$ cat src/rtl/imem_loader.sv
// -----------------------------------------------------------------------------
// imem_loader
//
// Boot-time program loader. Receives a program as a byte stream, assembles
// little-endian 32-bit words and writes them into instruction memory. The CPU
// is held in reset until the whole image has been written.
//
// Stream format: one header byte with the word count N (1..MAX_WORDS),
// followed by 4*N data bytes. When IMEM_LOADER_CHECKSUM_EN is defined, one
// extra byte follows: the XOR of all data bytes (the header is not included).
//
// Configuration macro:
//   IMEM_LOADER_CHECKSUM_EN  enables the trailing checksum byte and CHECK state
//
// Ports:
//   clk         sole clock, all state updates on its rising edge
//   reset       synchronous, active-high reset
//   byte_valid  source presents byte_data
//   byte_data   serial program byte
//   byte_ready  loader accepts a byte this cycle
//   imem_we     one-cycle instruction memory write strobe
//   imem_addr   word-aligned byte address of the write
//   imem_wdata  instruction word being written
//   cpu_reset   holds the CPU in reset (released only once loading is done)
//   done        load completed successfully
//   error       load failed (bad header or checksum mismatch)
// -----------------------------------------------------------------------------
module imem_loader #(
    parameter int unsigned MAX_WORDS = 32
) (
    input  logic        clk,
    input  logic        reset,
    input  logic        byte_valid,
    input  logic [7:0]  byte_data,
    output logic        byte_ready,
    output logic        imem_we,
    output logic [31:0] imem_addr,
    output logic [31:0] imem_wdata,
    output logic        cpu_reset,
    output logic        done,
    output logic        error
);

    // One extra bit so a count of exactly MAX_WORDS fits without wrapping.
    localparam int unsigned IDX_W = $clog2(MAX_WORDS) + 1;

    typedef enum logic [2:0] {
        ST_HEADER,
        ST_DATA,
        ST_DONE,
        ST_ERROR
`ifdef IMEM_LOADER_CHECKSUM_EN
        ,
        ST_CHECK
`endif
    } state_t;

    state_t             state_q,      state_d;
    logic [IDX_W-1:0]   count_q,      count_d;
    logic [IDX_W-1:0]   word_idx_q,   word_idx_d;
    logic [1:0]         byte_idx_q,   byte_idx_d;
    logic [23:0]        asm_q,        asm_d;
    logic               imem_we_q,    imem_we_d;
    logic [31:0]        imem_addr_q,  imem_addr_d;
    logic [31:0]        imem_wdata_q, imem_wdata_d;
`ifdef IMEM_LOADER_CHECKSUM_EN
    logic [7:0]         checksum_q,   checksum_d;
`endif

    logic take;

    assign byte_ready = (state_q != ST_DONE) && (state_q != ST_ERROR);
    assign take       = byte_valid && byte_ready;
    assign cpu_reset  = (state_q != ST_DONE);
    assign done       = (state_q == ST_DONE);
    assign error      = (state_q == ST_ERROR);
    assign imem_we    = imem_we_q;
    assign imem_addr  = imem_addr_q;
    assign imem_wdata = imem_wdata_q;

    // Next-state and datapath logic. Only the first three bytes of a word are
    // buffered; the fourth goes straight into the write-data register so the
    // write strobe appears the cycle after that byte is accepted.
    always_comb begin
        state_d      = state_q;
        count_d      = count_q;
        word_idx_d   = word_idx_q;
        byte_idx_d   = byte_idx_q;
        asm_d        = asm_q;
        imem_we_d    = 1'b0;
        imem_addr_d  = imem_addr_q;
        imem_wdata_d = imem_wdata_q;
`ifdef IMEM_LOADER_CHECKSUM_EN
        checksum_d   = checksum_q;
`endif

        case (state_q)
            ST_HEADER: begin
                if (take) begin
                    if ((byte_data == 8'd0) || (32'(byte_data) > MAX_WORDS)) begin
                        state_d = ST_ERROR;
                    end else begin
                        count_d = IDX_W'(byte_data);
                        state_d = ST_DATA;
                    end
                end
            end

            ST_DATA: begin
                // All words written: this is the drain cycle in which the
                // last write strobe is on the bus, any byte offered is dropped.
                if (word_idx_q == count_q) begin
                    state_d = ST_DONE;
                end else if (take) begin
`ifdef IMEM_LOADER_CHECKSUM_EN
                    checksum_d = checksum_q ^ byte_data;
`endif
                    byte_idx_d = byte_idx_q + 2'd1;
                    case (byte_idx_q)
                        2'd0: asm_d[7:0]   = byte_data;
                        2'd1: asm_d[15:8]  = byte_data;
                        2'd2: asm_d[23:16] = byte_data;
                        default: begin
                            imem_we_d    = 1'b1;
                            imem_addr_d  = 32'({word_idx_q, 2'b00});
                            imem_wdata_d = {byte_data, asm_q};
                            word_idx_d   = word_idx_q + IDX_W'(1);
`ifdef IMEM_LOADER_CHECKSUM_EN
                            if (word_idx_q == count_q - IDX_W'(1)) begin
                                state_d = ST_CHECK;
                            end
`endif
                        end
                    endcase
                end
            end

`ifdef IMEM_LOADER_CHECKSUM_EN
            ST_CHECK: begin
                if (take) begin
                    state_d = (byte_data == checksum_q) ? ST_DONE : ST_ERROR;
                end
            end
`endif

            ST_DONE, ST_ERROR: begin
                state_d = state_q;
            end

            default: state_d = ST_HEADER;
        endcase
    end

    // State and datapath registers; reset wins over any byte offered in the
    // same cycle and discards a partially assembled word.
    always_ff @(posedge clk) begin
        if (reset) begin
            state_q      <= ST_HEADER;
            count_q      <= '0;
            word_idx_q   <= '0;
            byte_idx_q   <= '0;
            asm_q        <= '0;
            imem_we_q    <= 1'b0;
            imem_addr_q  <= '0;
            imem_wdata_q <= '0;
`ifdef IMEM_LOADER_CHECKSUM_EN
            checksum_q   <= '0;
`endif
        end else begin
            state_q      <= state_d;
            count_q      <= count_d;
            word_idx_q   <= word_idx_d;
            byte_idx_q   <= byte_idx_d;
            asm_q        <= asm_d;
            imem_we_q    <= imem_we_d;
            imem_addr_q  <= imem_addr_d;
            imem_wdata_q <= imem_wdata_d;
`ifdef IMEM_LOADER_CHECKSUM_EN
            checksum_q   <= checksum_d;
`endif
        end
    end

endmodule

$ cat config.mk
export PLATFORM = sky130hd
export DESIGN_NAME = imem_loader
export DESIGN_NICKNAME = d
export VERILOG_FILES = /design/src/rtl/imem_loader.sv
export SDC_FILE = /design/constraint.sdc
export NUM_CORES = 1
export LEC_CHECK = 0
export ABC_AREA = 1
export ABC_CLOCK_PERIOD_IN_PS = 1500
export CAP_MARGIN = 40
export CORE_MARGIN = 4
export CORE_UTILIZATION = 50
export CTS_CLUSTER_SIZE = 24
export DETAILED_ROUTE_END_ITERATION = 16
export GPL_TIMING_DRIVEN = 1
export PLACE_DENSITY = 0.9
export SLEW_MARGIN = 20
export SYNTH_ARGS = -nofsm -noshare
export SYNTH_HDL_FRONTEND = slang
export SYNTH_SLANG_ARGS = --single-unit
$ cat constraint.sdc
create_clock -name clk -period 1.5 [get_ports clk]
set_input_delay 0.3 -clock clk [delete_from_list [all_inputs] [get_ports clk]]
set_output_delay 0.3 -clock clk [all_outputs]
set_load 0.02 [all_outputs]
==> After elaboration in Yosys (flattened, before gate mapping) <==
Index checks and enable logic that the tools add are counted.
{ "totals": {"ff_bits": 80, "out_inout_bits": 69, "elab_cells": 50} }
{ "classes": {"n_reduce_logical": 16, "bitwise_logic": 6, "eq_ne": 10, "n_lt_le_gt_ge": 1, "add_sub_neg": 2, "n_mux": 5} }
{ "op_table": {"columns": ["cell", "count"], "rows": [
  ["AND reduction 4 bit", 4],
  ["one-hot mux 3 bit (3 select lines)", 1],
  ["AND reduction 3 bit", 3],
  ["greater-than comparator 8 x 6 -> 1 bit (second input constant)", 1],
  ["zero test 8 bit", 1],
  ["adder 6 x 1 -> 6 bit (second input constant)", 1],
  ["== test 3 x 2 -> 1 bit (second input constant)", 2],
  ["== test 6 bit", 1],
  ["two-way mux 3 bit", 2],
  ["inequality test 3 x 2 -> 1 bit (second input constant)", 2],
  ["inverter 1 bit", 6],
  ["inequality test 2 bit (second input constant)", 2],
  ["OR reduction 4 bit", 1],
  ["== test 3 x 1 -> 1 bit (second input constant)", 1],
  ["zero test 3 bit", 1],
  ["OR reduction 3 bit", 1],
  ["adder 2 x 1 -> 2 bit (second input constant)", 1],
  ["== test 2 x 1 -> 1 bit (second input constant)", 1],
  ["== test 2 bit (second input constant)", 1],
  ["logical AND 1 bit", 2],
  ["zero test 2 bit", 1],
  ["two-way mux 2 bit", 1],
  ["OR reduction 2 bit", 1],
  ["logical OR 1 bit", 1],
  ["two-way mux 1 bit", 1]
]} }

==> Longest topological paths before layout <==
{ "depth": {"depth_word": 5, "mapped_depth": 12} }

==> Worst setup path after synthesis <==
Ideal clock, no wire load.
{ "synth_timing": {"path_kind": "register to register", "startpoint": "register state_q[1]", "endpoint": "register asm_q[0]", "path_buffers": 1, "path_slack_ns": 0.105, "setup_time_ns": 0.113, "t_arrival_ns": 1.282, "period_less_slack_ns": 1.395, "path_stages_with_launch": 10, "cell_sequence": "dfxtp_1 > inv_2 > nand2_1 > nor2_4 > nand2_4 > inv_8 > nand2_8 > buf_12 > nor2_1 > nor2_1"} }
{ "synth_via": {"elab_chain_len": 4, "word_cells_on_any_way": 6, "cone_classes": "3 x eq/ne; 3 x reduce/logical"} }
{ "synth_rtl": {"columns": ["element", "line", "source"], "rows": [
  ["from (decl)", "58", "state_t state_q, state_d;"],
  ["from (signal assigned)", "170", "state_q <= state_d;"],
  ["inequality test 3 x 2 -> 1 bit", "72", "assign byte_ready = (state_q != ST_DONE) && (state_q != ST_ERROR);"],
  ["logical AND 1 bit (*)", "72", null],
  ["named net byte_ready", "35", "output logic byte_ready,"],
  ["logical AND 1 bit (*)", "73", "assign take = byte_valid && byte_ready;"],
  ["AND reduction 4 bit (no line) (*)", null, null],
  ["to (signal assigned)", "174", "asm_q <= asm_d;"],
  ["to (decl)", "62", "logic [23:0] asm_q, asm_d;"]
]} }
Mark *: on every way through the listed nets, which the timed path passes. The rest lies on a longest branch.
A chain may end at the register's enable or synchronous reset.

==> Final worst setup path <==
{ "layout_timing": {"startpoint": "input port byte_data[1]", "endpoint": "register count_q[2]"} }
{ "layout_via": {"elab_chain_len": 4, "word_cells_on_any_way": 5, "cone_classes": "1 x order compare; 1 x bitwise; 3 x reduce/logical"} }
{ "layout_rtl": {"columns": ["element", "line", "source"], "rows": [
  ["from (decl)", "34", "input logic [7:0] byte_data,"],
  ["greater-than comparator 8 x 6 -> 1 bit / zero test 8 bit (equally long branches)", "100", "if ((byte_data == 8'd0) || (32'(byte_data) > MAX_WORDS)) begin"],
  ["logical OR 1 bit (*)", "100", null],
  ["inverter 1 bit (no line) (*)", null, null],
  ["AND reduction 3 bit (no line) (*)", null, null],
  ["to (signal assigned)", "171", "count_q <= count_d;"],
  ["to (decl)", "59", "logic [IDX_W-1:0] count_q, count_d;"]
]} }
Mark *: on every way between the ends. The rest lies on a longest branch, timed or not.

==> qor.yml <==
arrival_ns: 1.79
hold_violations: 0
wl_met1_mm: 3.88
post_drt_wl_per_cell_um: 14.6
cts_made_buffers: 9
max_freq_mhz: 645
clock_latency_ns: 0.36
synth_edf_count: 0
hold_path_end: "imem_wdata[8]"
slowest_stage: "clkdlybuf4s50_1"
ys_ff_latch: 79
yosys-top-cells-count: "nand2_1, dfxtp_1, nor2_1"
path_buf_inv: 2
pin_count: 80
grt_start_max_net_pins: 36
dp.cells: 647
gp_congestion: 0.828
route.detailed.drc: 0
path_max_fanout: 4
netlist_top_cells_area: "dfxtp_1, nand2_1, a21oi_1"
period_needed_ns: 1.55
synth_top_area_frac: 0.444
pre_cts_ws_ns: -0.434
area_delta_synth_final_pct: 32.5
antennaDiodeCount: 0
yosysMostFrequentCell: "nand2_1"
p_leak_nw: 2.21
r2r_end: "imem_addr[6]"
power_density_nw_per_um2: 937
crit_type: "in -> reg"
die_width_um: 92.4
syn_area_um2: 3560
coreArea_um2: 6870
holdPathStages: 2
hold_class: "reg -> reg"
finalMaxSlewViolations: 0
grt.total_usage: 0.199
synth_cell_types: 25
initial_core_util: 0.518
crit_path_frequent_cell: "nand2_1"
setup_viol: 21
rsz0062_at_grt: "yes"
violations: "setup timing"
cts_tree: "done"
fin_ws_ns: -0.0515
clkTransAtPathRegs_ns: 0.09
antenna_left: 0
synthCells: 494
synthArstFlopShare: 0
hold_slack_ns: 0.455
r2r_slack_ns: -0.04
drt-initial-drc-count: 281
yosys_warnings: 0
drt_pass1_iterations: 5
grt_pass1_vias: 3084
synthFlopType: "dfxtp_1"
vias: 3366
drive_gt1_frac: 0.238
dr_wl_met2_mm: 4.85
finalCritPeriodShare: 1.03
ys_seq_area_frac: 0.444
grt_pass1_wl_mm: 13.7
r2r_start: "state_q[1]"
r2r_cells: 9
setup-tns-final_ns: -0.344
top_layer: "met4"
path_cells: "clkdlybuf4s50_1 -> inv_1 -> nand2_1 -> nor2_1 -> nand2_1 -> nand2_2 -> nand3_2 -> o21ai_2 -> a21oi_1"
synth_top_cell_by_area: "dfxtp_1"
final_area_um2: 4720
drv_cap: 0
holdCritStartpoint: "asm_q[8]"
clk_path_buf_depth: 2
route.met3.wl_um: 785
nFillCells: 511
rows: 30
crit_family: "simple AND/OR/NAND/NOR gates"
final_util: 0.687
htreeDepth: 3
ir_drop_mv: 0.547
placed_area_um2: 4190
instances_no_fill: 672
antenna_found_initial: 0
via_per_inst: 5.01
cp.required_ns: 1.74
clock-root-buffer: "clkbuf_8"
avgSynthCellArea_um2: 7.21
max_stage_delay_ns: 0.42
clkSinkCount: 79
die_h_um: 92.4
dp_hpwl_mm: 5.71
finalPower_mw: 4.42
die_area_um2: 8540
status: "finished with violations"
final.setup_skew_ns: 0.0136
layout.nets: 587
wirelength_mm: 9.81
overflow: 0
startpoint_type: "input port"
endpoint_kind: "flop"
port_buffers: 53
[power by group]
group / switching, mW / total [mW] / internal, mW
Sequential: 0.0224 / 2.14 / 2.12
Clock: 0.793 / 1.82 / 1.03
Combinational: 0.307 / 0.459 / 0.153
[routing by layer]
| metal | track usage | up-vias |
|---|---|---|
| met4 | 0.101 | 0 |
| li1 | - | 1613 |
| met2 | 0.337 | 183 |
| met1 | 0.237 | 1536 |
| met3 | 0.0439 | 34 |
| met5 | 0 | - |
[how the worst max path moves through the flow]
stage	startpoint	to	slack [ns]	cells after the start
6_report	byte_data[1]	count_q[2]	-0.05	9
5_1_grt	state_q[1]	imem_addr[2]	-0.11	9
4_1_cts	state_q[1]	imem_addr[6]	-0.01	9
3_5_place_dp	byte_data[6]	count_q[1]	-0.43	10
3_3_place_gp	byte_data[6]	count_q[4]	-0.36	8
2_1_floorplan	state_q[1]	asm_q[0]	0.11	9
[cell usage in the layout, fill, tap and decap left out, types with 3 or more instances in the layout]
master and count:
a21oi_1 28, a21oi_2 22, buf_12 6, buf_4 22
clkbuf_16 3, clkbuf_2 3, clkbuf_8 11, clkdlybuf4s50_1 9
conb_1 26, dfxtp_1 66, dfxtp_2 10, dfxtp_4 3
dlygate4sd2_1 40, ha_1 4, inv_1 42, inv_2 9
nand2_1 145, nand2_2 19, nand2_4 3, nand2_8 3
nand3_1 4, nand3_4 3, nor2_1 59, nor2_2 5
nor3_1 3, o21ai_0 6, o21ai_1 3
[flip-flops by register name, summed over array words and instances, names as in the netlist]
name	count
imem_we	1
word_idx_q	6
count_q	6
asm_q	24
state_q	2
imem_wdata	32
imem_addr	6
byte_idx_q	2
[area by class of cell]
class                      count  area [um2]  share of cell area
clock buffer                  11         151              0.0321
timing repair buffer          86         848               0.180
tap                           96         120              0.0255
inverter                      54         218              0.0461
multi-input combinational    341        1700               0.359
clock inverter                 5        80.1              0.0170
sequential                    79        1610               0.340
[cell families after synthesis]
logic type	Yosys count	share of synthesized area
AO/OA/AOI/OAI	60	0.0843
other	1	0.00105
buffers and inverters	100	0.157
flip-flops	79	0.444
adder cells (fa/ha/maj)	5	0.0176
AND/OR/NAND/NOR	249	0.296
[worst reg2reg max path, cell delays in order, from the launching register on]
cell     delay [ns]
dfxtp_4        0.36
inv_2          0.06
buf_6          0.12
nand2_4        0.06
nor2_4         0.17
nand3_4        0.19
inv_8          0.15
buf_12         0.14
nand2_1        0.08
a21oi_2        0.14
[repair_timing]
action / 4_1_cts / 5_1_grt
cloned: 0 / 5
pin swaps: 0 / 8
gates resized for setup: 53 / 86
buffers inserted: 0 / 4
hold buffers: 0 / 0
setup endpoints to repair: 52 / 78
(Power assumes the default switching activity.)
